--- src/rtl/trapez_peak_sampler_pkg.sv ---
// Shared types and default parameters for the trapezoid peak sampler.
// Holds the FSM state encoding, the status code and the shaper geometry defaults.
package trapez_peak_sampler_pkg;

  typedef enum logic [2:0] {
    ST_IDLE     = 3'd0,
    ST_RISE     = 3'd1,
    ST_FLAT     = 3'd2,
    ST_FALL     = 3'd3,
    ST_WAIT_LOW = 3'd4
  } state_t;

  typedef logic [1:0] status_t;

  localparam status_t STATUS_GOOD   = 2'b00;
  localparam status_t STATUS_SHORT  = 2'b01;
  localparam status_t STATUS_PILEUP = 2'b10;

  localparam int RISE_LEN_DEF      = 25;
  localparam int FLAT_LEN_DEF      = 20;
  localparam int WIN_START_DEF     = 3;
  localparam int AVG_LOG2_DEF      = 3;
  localparam int PILEUP_MARGIN_DEF = 8;
  localparam int DIN_W_DEF         = 26;
  localparam int DOUT_W_DEF        = 16;

endpackage

--- src/rtl/trapez_flat_top_averager.sv ---
// Flat-top accumulator: sums the window samples, then divides by the window size
// with an arithmetic shift and clamps the result to the output word range.
module trapez_flat_top_averager
  import trapez_peak_sampler_pkg::*;
#(
  parameter int DIN_W    = DIN_W_DEF,
  parameter int DOUT_W   = DOUT_W_DEF,
  parameter int AVG_LOG2 = AVG_LOG2_DEF
) (
  input  logic              clk,
  input  logic              reset_n,
  input  logic              clear,
  input  logic              acc_en,
  input  logic [DIN_W-1:0]  sample,
  output logic [DOUT_W-1:0] avg
);

  localparam int ACC_W = DIN_W + AVG_LOG2;

  localparam logic signed [ACC_W-1:0] SAT_MAX = {{(ACC_W-DOUT_W+1){1'b0}}, {(DOUT_W-1){1'b1}}};
  localparam logic signed [ACC_W-1:0] SAT_MIN = {{(ACC_W-DOUT_W+1){1'b1}}, {(DOUT_W-1){1'b0}}};

  logic signed [ACC_W-1:0] acc_r;
  logic signed [ACC_W-1:0] sample_ext_s;
  logic signed [ACC_W-1:0] shifted_s;

  function automatic logic [DOUT_W-1:0] saturate(input logic signed [ACC_W-1:0] v);
    logic [DOUT_W-1:0] r;
    if (v > SAT_MAX) begin
      r = {1'b0, {(DOUT_W-1){1'b1}}};
    end else if (v < SAT_MIN) begin
      r = {1'b1, {(DOUT_W-1){1'b0}}};
    end else begin
      r = v[DOUT_W-1:0];
    end
    return r;
  endfunction

  assign sample_ext_s = ACC_W'($signed(sample));
  // Arithmetic shift floors toward -inf, so -8001/8 becomes -1001.
  assign shifted_s    = acc_r >>> AVG_LOG2;
  assign avg          = saturate(shifted_s);

  // Accumulator: clear wins over accumulate so an emission cycle always starts fresh.
  always_ff @(posedge clk or negedge reset_n) begin
    if (!reset_n) begin
      acc_r <= '0;
    end else if (clear) begin
      acc_r <= '0;
    end else if (acc_en) begin
      acc_r <= acc_r + sample_ext_s;
    end else begin
      acc_r <= acc_r;
    end
  end

endmodule

--- src/rtl/trapez_peak_sampler.sv ---
// Pulse-height stage behind the trapezoidal shaper: tracks rise, flat top and fall,
// averages a flat-top window and emits one amplitude plus status per event.
module trapez_peak_sampler
  import trapez_peak_sampler_pkg::*;
#(
  parameter int RISE_LEN      = RISE_LEN_DEF,
  parameter int FLAT_LEN      = FLAT_LEN_DEF,
  parameter int WIN_START     = WIN_START_DEF,
  parameter int AVG_LOG2      = AVG_LOG2_DEF,
  parameter int PILEUP_MARGIN = PILEUP_MARGIN_DEF,
  parameter int DIN_W         = DIN_W_DEF,
  parameter int DOUT_W        = DOUT_W_DEF
) (
  input  logic              clk,
  input  logic              reset_n,
  input  logic              enable,
  input  logic [DIN_W-1:0]  shaper_data,
  input  logic              shaper_data_valid,
  input  logic [DIN_W-1:0]  threshold,
  output logic [DOUT_W-1:0] peak_data,
  output logic [1:0]        peak_status,
  output logic              peak_valid,
  output logic              busy,
  output logic [15:0]       event_count
);

  localparam int CNT_W = $clog2(RISE_LEN + FLAT_LEN + PILEUP_MARGIN + 2);
  localparam logic [CNT_W-1:0] WIN_LO    = CNT_W'(WIN_START);
  localparam logic [CNT_W-1:0] WIN_HI    = CNT_W'(WIN_START + (1 << AVG_LOG2) - 1);
  localparam logic [CNT_W-1:0] RISE_LAST = CNT_W'(RISE_LEN - 1);
  localparam logic [CNT_W-1:0] FLAT_LAST = CNT_W'(FLAT_LEN - 1);
  localparam logic [CNT_W-1:0] FALL_MAX  = CNT_W'(RISE_LEN + PILEUP_MARGIN);

  if (WIN_START + (1 << AVG_LOG2) > FLAT_LEN) begin : g_win_check
    $error("averaging window does not fit inside the flat top");
  end

  state_t            state_r;
  logic [CNT_W-1:0]  cnt_r;
  logic [DOUT_W-1:0] peak_data_r;
  status_t           peak_status_r;
  logic              peak_valid_r;
  logic              busy_r;
  logic [15:0]       event_count_r;

  logic              above_s;
  logic              in_win_s;
  logic              emit_s;
  logic              acc_en_s;
  logic              clear_s;
  logic [DOUT_W-1:0] avg_s;

  assign above_s  = $signed(shaper_data) > $signed(threshold);
  assign in_win_s = (cnt_r >= WIN_LO) && (cnt_r <= WIN_HI);
  assign clear_s  = !enable || emit_s;

  // Decode terminating samples and window accumulation for the current valid sample.
  always_comb begin
    emit_s   = 1'b0;
    acc_en_s = 1'b0;
    if (enable && shaper_data_valid) begin
      case (state_r)
        ST_RISE, ST_FLAT, ST_FALL, ST_WAIT_LOW: emit_s = !above_s;
        default:                                emit_s = 1'b0;
      endcase
      acc_en_s = (state_r == ST_FLAT) && above_s && in_win_s;
    end else begin
      emit_s   = 1'b0;
      acc_en_s = 1'b0;
    end
  end

  trapez_flat_top_averager #(
    .DIN_W    (DIN_W),
    .DOUT_W   (DOUT_W),
    .AVG_LOG2 (AVG_LOG2)
  ) u_averager (
    .clk     (clk),
    .reset_n (reset_n),
    .clear   (clear_s),
    .acc_en  (acc_en_s),
    .sample  (shaper_data),
    .avg     (avg_s)
  );

  // Event FSM with phase counter and registered result outputs.
  always_ff @(posedge clk or negedge reset_n) begin
    if (!reset_n) begin
      state_r       <= ST_IDLE;
      cnt_r         <= '0;
      peak_data_r   <= '0;
      peak_status_r <= STATUS_GOOD;
      peak_valid_r  <= 1'b0;
      busy_r        <= 1'b0;
      event_count_r <= 16'd0;
    end else begin
      peak_valid_r <= 1'b0;
      if (!enable) begin
        state_r <= ST_IDLE;
        cnt_r   <= '0;
        busy_r  <= 1'b0;
      end else if (shaper_data_valid) begin
        case (state_r)
          ST_IDLE: begin
            if (above_s) begin
              busy_r <= 1'b1;
              if (RISE_LEN <= 1) begin
                state_r <= ST_FLAT;
                cnt_r   <= '0;
              end else begin
                state_r <= ST_RISE;
                cnt_r   <= CNT_W'(1);
              end
            end
          end
          ST_RISE, ST_FLAT: begin
            if (!above_s) begin
              state_r       <= ST_IDLE;
              cnt_r         <= '0;
              busy_r        <= 1'b0;
              peak_valid_r  <= 1'b1;
              peak_data_r   <= '0;
              peak_status_r <= STATUS_SHORT;
            end else if (state_r == ST_RISE && cnt_r == RISE_LAST) begin
              state_r <= ST_FLAT;
              cnt_r   <= '0;
            end else if (state_r == ST_FLAT && cnt_r == FLAT_LAST) begin
              state_r <= ST_FALL;
              cnt_r   <= '0;
            end else begin
              cnt_r <= cnt_r + CNT_W'(1);
            end
          end
          ST_FALL: begin
            if (!above_s) begin
              state_r       <= ST_IDLE;
              cnt_r         <= '0;
              busy_r        <= 1'b0;
              peak_valid_r  <= 1'b1;
              peak_data_r   <= avg_s;
              peak_status_r <= STATUS_GOOD;
              event_count_r <= event_count_r + 16'd1;
            end else if (cnt_r >= FALL_MAX) begin
              // Fall is longer than any clean trapezoid could be: a second pulse piled up.
              state_r <= ST_WAIT_LOW;
              cnt_r   <= '0;
            end else begin
              cnt_r <= cnt_r + CNT_W'(1);
            end
          end
          ST_WAIT_LOW: begin
            if (!above_s) begin
              state_r       <= ST_IDLE;
              cnt_r         <= '0;
              busy_r        <= 1'b0;
              peak_valid_r  <= 1'b1;
              peak_data_r   <= avg_s;
              peak_status_r <= STATUS_PILEUP;
            end
          end
          default: begin
            state_r <= ST_IDLE;
            cnt_r   <= '0;
            busy_r  <= 1'b0;
          end
        endcase
      end
    end
  end

  assign peak_data   = peak_data_r;
  assign peak_status = peak_status_r;
  assign peak_valid  = peak_valid_r;
  assign busy        = busy_r;
  assign event_count = event_count_r;

endmodule

--- config.mk ---
export PLATFORM = sky130hd
export DESIGN_NAME = trapez_peak_sampler
export DESIGN_NICKNAME = d
export VERILOG_FILES = /design/src/rtl/trapez_peak_sampler_pkg.sv /design/src/rtl/trapez_flat_top_averager.sv /design/src/rtl/trapez_peak_sampler.sv
export SDC_FILE = /design/constraint.sdc
export NUM_CORES = 1
export LEC_CHECK = 0
export BUFFER_PORTS_ARGS = -buffer_cell sky130_fd_sc_hd__buf_2
export CORE_MARGIN = 2
export CORE_UTILIZATION = 35
export DETAILED_ROUTE_END_ITERATION = 6
export GPL_TIMING_DRIVEN = 0
export HOLD_SLACK_MARGIN = 0.05
export PLACE_DENSITY = 0.51
export SYNTH_ARGS = -nofsm -noshare
export SYNTH_HDL_FRONTEND = slang
export SYNTH_SLANG_ARGS = --single-unit
export TNS_END_PERCENT = 20
--- constraint.sdc ---
create_clock -name clk -period 2.6 [get_ports clk]
set_input_delay 0.13 -clock clk [delete_from_list [all_inputs] [get_ports clk]]
set_output_delay 0.13 -clock clk [all_outputs]
set_load 0.02 [all_outputs]
**Yosys cells after proc, flatten, opt, wreduce, memory -nomap -nowiden**

Cells that the tools add are included.

- Input bits: 56
- ROM bits: 0
- Bits in registers: 74
- Memory bits (writable): 0
- Bits in latches: 0
- Memories: 0
- Output and inout bits: 36
- Logic and storage cells: 99

- Add/sub/neg operators: 3
- Shift-type cells: 0
- Eq/ne operators: 16
- Multiplexer cells: 43
- Reductions and logical operators: 22
- $lt $le $gt $ge: 6
- Multiply operators: 0
- Bitwise logic cells: 1
- Divide/modulo/power cells: 0

Operator list:

| operator | number |
|---|---|
| 16-bit 2-to-1 mux | 4 |
| 29-bit 2-to-1 mux | 2 |
| 6-bit 2-to-1 mux | 9 |
| 16-bit one-hot mux with 2 select lines | 1 |
| 29-bit by 26-bit adder with 29-bit output | 1 |
| 3-bit 2-to-1 mux | 9 |
| 26-bit by 16-bit greater-than comparator with 1-bit output (second input constant) | 1 |
| 26-bit greater-than comparator | 1 |
| 26-bit by 16-bit < comparator with 1-bit output (second input constant) | 1 |
| 6-bit one-hot mux with 4 select lines | 1 |
| 16-bit by 1-bit adder with 16-bit output (second input constant) | 1 |
| 6-bit by 5-bit equality test with 1-bit output (second input constant) | 2 |
| 3-bit one-hot mux with 4 select lines | 1 |
| 1-bit 2-to-1 mux | 11 |
| 5-bit AND reduction | 2 |
| 3-bit inequality test (second input constant) | 3 |
| 2-bit inequality test (second input constant) | 4 |
| 6-bit by 1-bit adder with 6-bit output (second input constant) | 1 |
| 3-bit by 2-bit equality test with 1-bit output (second input constant) | 2 |
| 6-bit by 2-bit >= comparator with 1-bit output (second input constant) | 1 |
| 6-bit >= comparator (second input constant) | 1 |
| 6-bit by 4-bit less-or-equal comparator with 1-bit output (second input constant) | 1 |
| 1-bit logical AND | 6 |
| 2-bit 2-to-1 mux | 3 |
| 18 further kinds | 22 |

**Logic depth before layout (Yosys ltp)**

Gate-level depths: netlist of the first run.

- Word-level depth: 8
- Gate-level depth with buffers: 13

**Modules after synthesis**

A second synthesis of the first run with hierarchy kept.

- Cells, all modules: 637
- Area, all modules: 5731.7 µm²

Modules (own cells, without submodules):

| module | sequential area each (µm²) | instances | area each (µm²) | cells each |
|---|---|---|---|---|
| trapez_peak_sampler | 1126.1 | 1 | 2965.3 | 312 |
| trapez_flat_top_averager | 725.7 | 1 | 2766.4 | 325 |

**Least setup slack after synthesis of the first run**

Ideal clock, no wire load.

- Path type: input to register
- From: input port threshold[4]
- To: register peak_data_r[10] (netlist: peak_data[10])
- Setup slack: 64 ps
- Arrival time: 2461 ps
- Stages: 13
- Setup time: 75 ps
- Cell sequence: inv_1 -> ha_1 -> a21oi_2 -> a21boi_1 -> o311a_1 -> a211oi_2 -> a21o_1 -> buf_6 -> nand3_4 -> or3_1 -> buf_6 -> buf_12 -> o2bb2ai_2

- Word-level cells in the longest chain between the ends: 3
- Elaborated cells on any way between the ends: 4
- Classes of those cells: order compare: 1; eq/ne: 2; reduce/logical: 1

RTL lines:

| element | line | RTL |
|---|---|---|
| from (decl) | trapez_peak_sampler.sv:19 | `input logic [DIN_W-1:0] threshold,` |
| 26-bit greater-than comparator (*) | trapez_peak_sampler.sv:53 | `assign above_s = $signed(shaper_data) > $signed(threshold);` |
| 2-bit inequality test (no source line) | -- |  |
| 5-bit AND reduction (no source line) (*) | -- |  |
| to (signal assigned) | trapez_peak_sampler.sv:140 | `peak_data_r <= avg_s;` |
| to (signal assigned) | trapez_peak_sampler.sv:157 | `peak_data_r <= avg_s;` |
| to (decl) | trapez_peak_sampler.sv:40 | `logic [DOUT_W-1:0] peak_data_r;` |

Mark *: on every way between the ends. The rest lies on a longest branch, timed or not.
A chain may end at the register's enable or synchronous reset.

**Final worst setup path of the first run**

- From: register u_averager.acc_r[0]
- To: register u_averager.acc_r[26]

- Word-level cells in the longest chain between the ends: 3

RTL lines:

| element | line | RTL |
|---|---|---|
| from (decl) | trapez_flat_top_averager.sv:23 | `logic signed [ACC_W-1:0] acc_r;` |
| from (signal assigned) | trapez_flat_top_averager.sv:51 | `acc_r <= acc_r + sample_ext_s;` |
| from (signal assigned) | trapez_flat_top_averager.sv:53 | `acc_r <= acc_r;` |
| 29-bit by 26-bit adder with 29-bit output | trapez_flat_top_averager.sv:51 |  |
| 29-bit 2-to-1 mux | trapez_flat_top_averager.sv:50 | `end else if (acc_en) begin` |
| 29-bit 2-to-1 mux | trapez_flat_top_averager.sv:48 | `end else if (clear) begin` |

No other way between the ends. The select of a mux whose other input is x is not followed.

==> results.toml, run 1 <==
[detailed_routing]
dr.pass1.iters = 4
drt_iter0_markers = 329
vias = 5787
drt_wl_total_um = 18260
antenna_left = 0
wl_per_cell_um = 17.56
drc = 0
vias_per_cell = 5.564

[cells_and_area]
nets = 926
final_core_util_pct = 44.69
area_growth_pct = 26.53
drive_gt1_share_pct = 26.29

[sta]
rsz0062_at_grt = "yes"
max_slew_margin_pct = 36.09
period_share_pct = 102.1
setup_viol = 1
fmax_ghz = 0.3768
max_slew.worst_pin.slew_ns = 0.9542
fin_crit_ns = 2.654
drv_slew = 0
fin_tns_setup_ns = -0.05396
finClkSkew_ns = 0.007291
hold_viol = 0
setup_ws_ns = -0.05396

[setup_path]
path_cells = "ha_4 -> fa_2 -> a211oi_2 -> o21ai_2 -> nand2_1 -> a21oi_2 -> o31a_1 -> a211oi_2 -> mux2i_1 -> nand3_1"
worst-path-max-fanout = 3
startpoint = "u_averager.acc_r[0]"
r2r_end = "u_averager.acc_r[26]"
rr_startpoint = "u_averager.acc_r[0]"
rr_worst_depth = 10
critical_path.endpoint = "u_averager.acc_r[26]"
regToRegSetupSlack_ns = -0.05
cp.required_ns = 2.82
arrival_ns = 2.88
startpoint_type = "register"
cp-end-kind = "register"
crit_type = "reg -> reg"
crit_slowest_cell = "dfrtp_1"
critPathMaxStageDelay_ns = 0.41
crit_top_cell = "a211oi_2"

[logic_synthesis]
yosys_warnings = 0
synth_ff_type = "dfrtp_1"
async_flop_share_pct = 100.0
synth.distinct_cells = 78
netlist_instances = 696
synth_nets = 813
synth_area_per_cell_um2 = 8.686
synth_seq_cells = 74
synth_area_um2 = 6046
synth_common_cells = "nor2_1 (77), dfrtp_1 (74), ha_1 (60), inv_1 (51), nand2_1 (46)"
synthTopCellsByArea = "dfrtp_1 (31%), ha_1 (12%), nor2_1 (4.8%)"
synth_edf_count = 0
yosysSeqAreaShare_pct = 30.63
post-synth-top-count-cell = "nor2_1"
yosys.area.top_type = "dfrtp_1"
synth_top_area_share_pct = 30.63

[global_route]
busiest_layer = "met2"
met3_usage_pct = 3.068
met2_usage_pct = 32.80
grt_pass1_wl_um = 28610
grt_pass1_vias = 5446
antenna_found_initial = 0
grt_use_total_pct = 19.86
grt_overflow = 0
grt_util_met1_pct = 27.40
grt_max_degree = 52

[outcome]
status = "finished with violations"
failed_checks = "setup timing"

[die]
dieWidth_um = 135.4
coreArea_um2 = 17120
die_height_um = 135.4
die_area_um2 = 18340
start_util_pct = 35.32
std_cell_rows = 48
io_pins = 92

[clock_tree]
clk_pin_slew_ns = 0.06
clkLatencyLatePin_ns = 0.34
numCtsBuffers = 9
h-tree-depth = 3
tritoncts = "yes"
cts_sinks = 74
cts-root-buf = "clkbuf_16"
clock_path_buffers = 2

[placement]
port_buffers = 90
place.gp.congestion = 0.8871
dpl.hpwl_um = 13700

[pwr]
p_leak_nw = 3.530
powerDensity_nw_per_um2 = 397.3
vdd_ir_drop_max_uv = 328.4

[run]
cap_viol_max_count = 0

[min_path]
hold_path_class = "in -> reg"
==> logic make-up (layout without fill, tap and decap cells) <==
group,Yosys count,after routing,synth area share (%)
and+or+nand+nor,245,245,20.51
adders and majority gates,61,61,12.75
buffers and inverters,77,195,5.463
DFF,74,74,30.63
xor gates and xnor gates,33,33,4.781
AOI/OAI and AO/OA,189,189,22.99
other,0,1,0
muxes,17,17,2.877
==> flip-flops by register name, summed over array words and instances (netlist names) <==
| signal | flops |
|---|---|
| u_averager.acc_r | 29 |
| state_r | 3 |
| event_count | 16 |
| peak_status | 2 |
| peak_data | 16 |
| peak_valid | 1 |
| busy | 1 |
| cnt_r | 6 |
==> critical path, delay by kind of cell, from the launching register on <==
kind / cells / cell delay (ns)
flops: 1 / 0.41
compound gates: 5 / 1.10
simple gates: 2 / 0.20
fa+ha+maj: 2 / 0.60
mux: 1 / 0.22
==> cell usage in the layout, fill, tap and decap left out, drive strengths merged, types with 15 or more instances in the layout <==
cell type / n
dfrtp: 74
nand2: 46
nor2: 77
buf: 114
ha: 60
o21ai: 34
clkbuf: 24
nor3: 15
inv: 52
nand3: 34
nand4: 17
xnor2: 19
o2bb2ai: 17
a21oi: 45
==> metal layers <==
metal / wire [um] / vias up
li1: - / 2787
met5: 0 / -
met4: 201 / 0
met3: 964 / 15
met1: 8406 / 2832
met2: 8687 / 153
==> where the power goes <==
part           total, mW  internal [mW]  switching [mW]
sequential          1.23           1.19          0.0356
combinational      0.604          0.237           0.367
clock               1.21          0.677           0.533
==> layout make-up <==
class / count / area, um2
fill: 1679 / 9467
multi-input combinational: 545 / 4290
buffer: 22 / 151.4
clock inverter: 5 / 37.54
inverter: 51 / 191.4
antenna: 1 / 2.502
clock buffer: 11 / 242.7
timing repair buffer: 106 / 599.3
sequential: 74 / 1853
tap: 225 / 281.5
==> through the flow <==
| stage | worst slack [ns] | power [mW] | cells | hold slack (ns) | instance area [um2] |
|---|---|---|---|---|---|
| 3_5_place_dp | -0.8598 | 1.797 | 1012 | 0.07728 | 6808 |
| 2_1_floorplan | 0.06373 | 1.582 | 696 | -0.1656 | 6046 |
| 3_3_place_gp | -0.8032 | 1.779 | 1011 | 0.4572 | 6778 |
| 6_report | -0.05396 | 3.039 | 1040 | 0.1164 | 7650 |
| 5_1_grt | -0.1475 | 3.179 | 1039 | 0.1180 | 7647 |
| 4_1_cts | -0.01752 | 3.043 | 1033 | 0.09646 | 7346 |
==> worst min-delay path by stage <==
stage                     endpoint       startpoint  cells after the start  slack (ns)
5_1_grt                 state_r[0]           enable                      2        0.12
4_1_cts                 state_r[0]           enable                      2         0.1
3_3_place_gp       event_count[15]  event_count[15]                      1        0.46
2_1_floorplan                 busy          reset_n                      0       -0.17
3_5_place_dp   u_averager.acc_r[1]          reset_n                      1        0.08
6_report                state_r[0]           enable                      2        0.12
==> timing repair <==
action,4_1_cts,5_1_grt
pin swaps,12,22
hold buffers,1,0
hold endpoints to repair,23,0
resized for setup,40,55
endpoints found under the setup margin,58,45
buffers inserted,5,9
No activity file was read; power rests on OpenSTA's default activity.
==> run 2: changes to the inputs <==
--- a/config.mk
+++ b/config.mk
@@ -11,7 +11,7 @@
 export DETAILED_ROUTE_END_ITERATION = 6
 export GPL_TIMING_DRIVEN = 0
 export HOLD_SLACK_MARGIN = 0.05
-export PLACE_DENSITY = 0.51
+export PLACE_DENSITY = 0.56
 export SYNTH_ARGS = -nofsm -noshare
 export SYNTH_HDL_FRONTEND = slang
 export SYNTH_SLANG_ARGS = --single-unit
==> run 2 against run 1 <==
Compared with the run above:
- the flow now finishes without violations
- worst hold slack worse by 0.019 ns
- non-clock buffer count is 2 higher
- critical path depth increased by 3
- routed wire length down 4.5%
- via count fell by 3.5%
- clock power increased by 9%
- clock skew grew 0.00081 ns
- die area is the same
- flip-flop and latch count stayed put
- combinational power decreased by 1%
- fmax is 2.1% higher
- cell area increased by 0.43%
- critical endpoint unchanged
- largest cell class unchanged
==> results.toml, run 2 (synthesized netlist as in run 1, its figures left out) <==
[detailed_routing]
vias_per_cell = 5.366
antenna_left = 0
drt_wl_total_um = 17440
vias = 5586
wl_per_cell_um = 16.75
drc = 0
drt_iter0_markers = 280
dr.pass1.iters = 5

[cells_and_area]
fin_area_um2 = 7682
insertedDiodeCount = 0
multi_input_area_um2 = 4287
final_core_util_pct = 44.88
nets = 928
drive_gt1_share_pct = 25.86
layout_commonest_cell = "buf_2"
largest_reg_flops = 29
regMostFlops = "u_averager.acc_r"
register_area_um2 = 1853
area_growth_pct = 27.07
final_cells = 1041
fill_cells = 1694
final_cell_mix = "buf_2 (92), nor2_1 (76), dfrtp_1 (73)"

[run]
cap_viol_max_count = 0

[placement]
place.gp.congestion = 0.9190
dp_cells = 1012
place_area_um2 = 6808
dpl.hpwl_um = 12960
port_buffers = 90

[pwr]
vdd_ir_drop_max_uv = 301.6
clkPwrFrac_pct = 42.0
p_sw_share_pct = 29.32
p_leak_nw = 3.561
p_sw_uw = 921.2
pwr-share-seq_pct = 39.0
p_int_mw = 2.221
powerDensity_nw_per_um2 = 409.0
comb_power_share_pct = 19.0

[die]
start_util_pct = 35.32
die_height_um = 135.4
die_area_um2 = 18340
std_cell_rows = 48
dieWidth_um = 135.4
io_pins = 92
coreArea_um2 = 17120

[sta]
rsz0062_at_grt = "yes"
drv_slew = 0
setup_viol = 0
fin_crit_ns = 2.598
fin_tns_setup_ns = 0
max_slew_margin_pct = 26.44
hold_slack_ns = 0.09763
max_slew.worst_pin.slew_ns = 1.098
hold_viol = 0
period_share_pct = 99.93
fmax_ghz = 0.3849
finClkSkew_ns = 0.008101

[clock_tree]
h-tree-depth = 3
cts_sinks = 74
numCtsBuffers = 9
clkLatencyLatePin_ns = 0.35
clock_path_buffers = 2
tritoncts = "yes"
clk_pin_slew_ns = 0.06
cts-root-buf = "clkbuf_16"

[setup_path]
crit_top_cell = "buf_2"
cp-end-kind = "register"
worst-path-max-fanout = 9
crit_slowest_cell = "or3b_1"
startpoint_type = "primary input"
crit_buf_inv = 4
critPathMaxStageDelay_ns = 0.38
path_cells = "buf_2 -> ha_1 -> nand4_1 -> nor4_4 -> buf_4 -> o311a_4 -> a211oi_4 -> a21o_1 -> buf_6 -> a41o_1 -> buf_2 -> or3b_1 -> nand3_1"
crit_type = "in -> reg"
cpLargestDelayFamily = "simple AND/OR/NAND/NOR gates"
arrival_ns = 2.89
cp.required_ns = 2.89

[global_route]
grt_max_degree = 49
grt_pass1_wl_um = 27760
grt_overflow = 0
antenna_found_initial = 0
grt_use_total_pct = 19.39
grt_pass1_vias = 5355

[outcome]
status = "complete, no violations"

[min_path]
hold_path_class = "in -> reg"
-- run 2: final cells by class --
cell class                      instances  share of cell area [%]
Tap cell                              225                   3.664
Clock inverter                          4                  0.6515
Inverter                               51                   2.492
Multi-Input combinational cell        545                   55.80
Clock buffer                           12                   3.339
Sequential cell                        74                   24.12
Buffer                                 21                   1.889
Timing Repair Buffer                  109                   8.046
-- run 2: final timing paths --
check | to | slack (ns) | start | depth (start not counted)
setup reg to reg | u_averager.acc_r[23] | 0.06 | u_averager.acc_r[13] | 10
hold reg to reg | event_count[15] | 0.46 | event_count[15] | 1
max in group asynchronous | peak_status[0] | 1.77 | reset_n | 3
min in group asynchronous | u_averager.acc_r[2] | 0.26 | reset_n | 2
hold / removal | state_r[0] | 0.1 | enable | 2
setup / recovery | u_averager.acc_r[26] | 0.002 | shaper_data[13] | 13
-- run 2: power by group through the flow --
stage                     clock network [mW]  registers (mW)  logic, mW
after floorplan                            0            1.28      0.302
after global placement                     0            1.24      0.546
after CTS                               1.36            1.22      0.582
after global routing                    1.40            1.23      0.665
final                                   1.32            1.22      0.597
after detailed placement                   0            1.24      0.554
-- run 2: layer usage --
layer | up-vias | wire (um) | track usage, %
met5 | - | 0 | 0
met4 | 0 | 304 | 4.977
met3 | 21 | 690 | 3.068
met2 | 119 | 8268 | 32.80
met1 | 2655 | 8174 | 25.92
li1 | 2791 | - | -
-- run 2: through the flow --
step                total power, mW  setup WS, ns
floorplan                     1.582       0.06373
global placement              1.787       -0.8229
detailed placement            1.794       -0.8476
CTS                           3.157      -0.02324
global route                  3.299      -0.06587
finish                        3.142      0.001744
-- run 2: what timing repair did --
action,in CTS,in global routing
endpoints found under the setup margin,61,43
pin swaps,15,18
endpoints found under the hold margin,26,0
resized for setup,40,49
setup buffers,9,8
hold buffers,1,0
gates cloned,0,0
==> run 3: changes to the inputs <==
--- a/config.mk
+++ b/config.mk
@@ -12,6 +12,7 @@
 export GPL_TIMING_DRIVEN = 0
 export HOLD_SLACK_MARGIN = 0.05
 export PLACE_DENSITY = 0.56
+export SETUP_SLACK_MARGIN = 0.05
 export SYNTH_ARGS = -nofsm -noshare
 export SYNTH_HDL_FRONTEND = slang
 export SYNTH_SLANG_ARGS = --single-unit
==> run 3 against run 2 <==
Compared with the run above:
- utilization rose by 1.1 points
- via count grew 0.95%
- sequential power about the same
- critical path depth is the same
- critical path type unchanged
- critical endpoint unchanged
- largest power group unchanged
==> results.toml, run 3 (synthesized netlist as in run 1, its figures left out) <==
[outcome]
status = "complete, no violations"

[global_route]
grt_use_total_pct = 19.41
grt_overflow = 0
grt_max_degree = 49
antenna_found_initial = 0
grt_pass1_wl_um = 27790
grt_pass1_vias = 5357

[min_path]
hold_path_class = "in -> reg"
hold_start = "enable"
hold_path_end = "state_r[0]"
min_path_cells = 2

[setup_path]
r2r_end = "u_averager.acc_r[28]"
startpoint_type = "primary input"
rr_startpoint = "u_averager.acc_r[1]"
cp.required_ns = 2.89
arrival_ns = 2.83
worst-path-max-fanout = 9
cp-end-kind = "register"
regToRegSetupSlack_ns = 0.07
rr_worst_depth = 10
crit_type = "in -> reg"

[cells_and_area]
fin_area_um2 = 7874
largest_reg_flops = 29
final_cell_mix = "buf_2 (91), nor2_1 (76), dfrtp_1 (71)"
layout_commonest_cell = "buf_2"
area_growth_pct = 30.24
nets = 935
drive_gt1_share_pct = 29.04
regMostFlops = "u_averager.acc_r"
final_core_util_pct = 46.00
insertedDiodeCount = 0

[die]
start_util_pct = 35.32
std_cell_rows = 48
die_height_um = 135.4
die_area_um2 = 18340
coreArea_um2 = 17120
dieWidth_um = 135.4
io_pins = 92

[detailed_routing]
drt_iter0_markers = 281
dr.pass1.iters = 5
drc = 0
wl_per_cell_um = 16.89
antenna_left = 0
vias_per_cell = 5.381
vias = 5639
drt_wl_total_um = 17700

[sta]
max_slew.worst_pin.slew_ns = 1.131
setup_viol = 0
hold_viol = 0
period_share_pct = 97.93
rsz0062_at_grt = "yes"
max_slew_margin_pct = 24.22
drv_slew = 0
fin_crit_ns = 2.546
fmax_ghz = 0.3927
finClkSkew_ns = 0.009203

[clock_tree]
clock_path_buffers = 2
clkLatencyLatePin_ns = 0.35
cts-root-buf = "clkbuf_16"
numCtsBuffers = 9
tritoncts = "yes"
h-tree-depth = 3
clk_pin_slew_ns = 0.06
cts_sinks = 74

[run]
cap_viol_max_count = 0

[placement]
dpl.hpwl_um = 12960
place_area_um2 = 6808
port_buffers = 90
place.gp.congestion = 0.9190

[pwr]
p_leak_nw = 3.609
powerDensity_nw_per_um2 = 402.2
vdd_ir_drop_max_uv = 302.8
-- run 3: changes by cell type in the layout (fill, tap and decap cells not counted), moves of 3 or more --
cell and change:
buf_4 +7, ha_1 -5, ha_4 +5, clkbuf_2 +3
-- run 3: through the flow --
step / power (mW) / setup slack, ns / instances / hold WS [ns] / setup TNS (ns)
6_report: 3.167 / 0.05379 / 1048 / 0.1002 / 0
5_1_grt: 3.325 / -0.05917 / 1048 / 0.1051 / -0.2013
4_1_cts: 3.161 / -0.01477 / 1040 / 0.08945 / -0.01477
3_5_place_dp: 1.794 / -0.8476 / 1012 / 0.09041 / -42.90
3_3_place_gp: 1.787 / -0.8229 / 1011 / 0.4486 / -41.24
2_1_floorplan: 1.582 / 0.06373 / 696 / -0.1656 / 0
-- run 3: worst max path at each step --
stage / cells past startpoint / endpoint / from
after floorplan: 13 / peak_data[10] / threshold[4]
after global placement: 12 / peak_data[14] / shaper_data[25]
after detailed placement: 12 / peak_data[14] / shaper_data[25]
after CTS: 10 / u_averager.acc_r[26] / u_averager.acc_r[0]
after global routing: 10 / u_averager.acc_r[19] / u_averager.acc_r[9]
final: 13 / u_averager.acc_r[26] / shaper_data[17]
-- run 3: cell type report --
type	count	area, um2
Fill cell	1667	9243
Tap cell	225	281.5
Timing Repair Buffer	115	663.1
Clock inverter	4	50.05
Buffer	22	143.9
Multi-Input combinational cell	545	4432
Clock buffer	12	256.5
Inverter	51	191.4
Sequential cell	74	1856
-- run 3: routing by layer --
metal	GRT usage (%)	up-vias	wire length, um
li1	-	2808	-
met1	25.97	2673	8248
met2	32.80	142	8532
met3	3.068	16	695
met4	4.977	0	224
met5	0	-	0
-- run 3: power breakdown --
group	leakage, nW	switching [mW]	internal [mW]
Combinational	2.45	0.372	0.250
Clock	0.145	0.525	0.795
Sequential	1.01	0.0348	1.19
-- run 3: timing repair --
action                                 4_1_cts  5_1_grt
setup endpoints to repair                   67       49
pin swaps                                   19       35
endpoints found under the hold margin       26        0
setup buffers                               12       11
gates resized for setup                     48       69
hold buffers                                 1        0
-- run 3: critical path, stage by stage --
cell,delay [ns]
buf_2,0.13
ha_1,0.32
nand4_1,0.24
nor4_4,0.27
buf_4,0.19
o311a_4,0.25
a211oi_4,0.07
a21o_1,0.20
buf_6,0.14
a41o_1,0.22
clkbuf_4,0.21
or3b_1,0.37
nand3_1,0.09
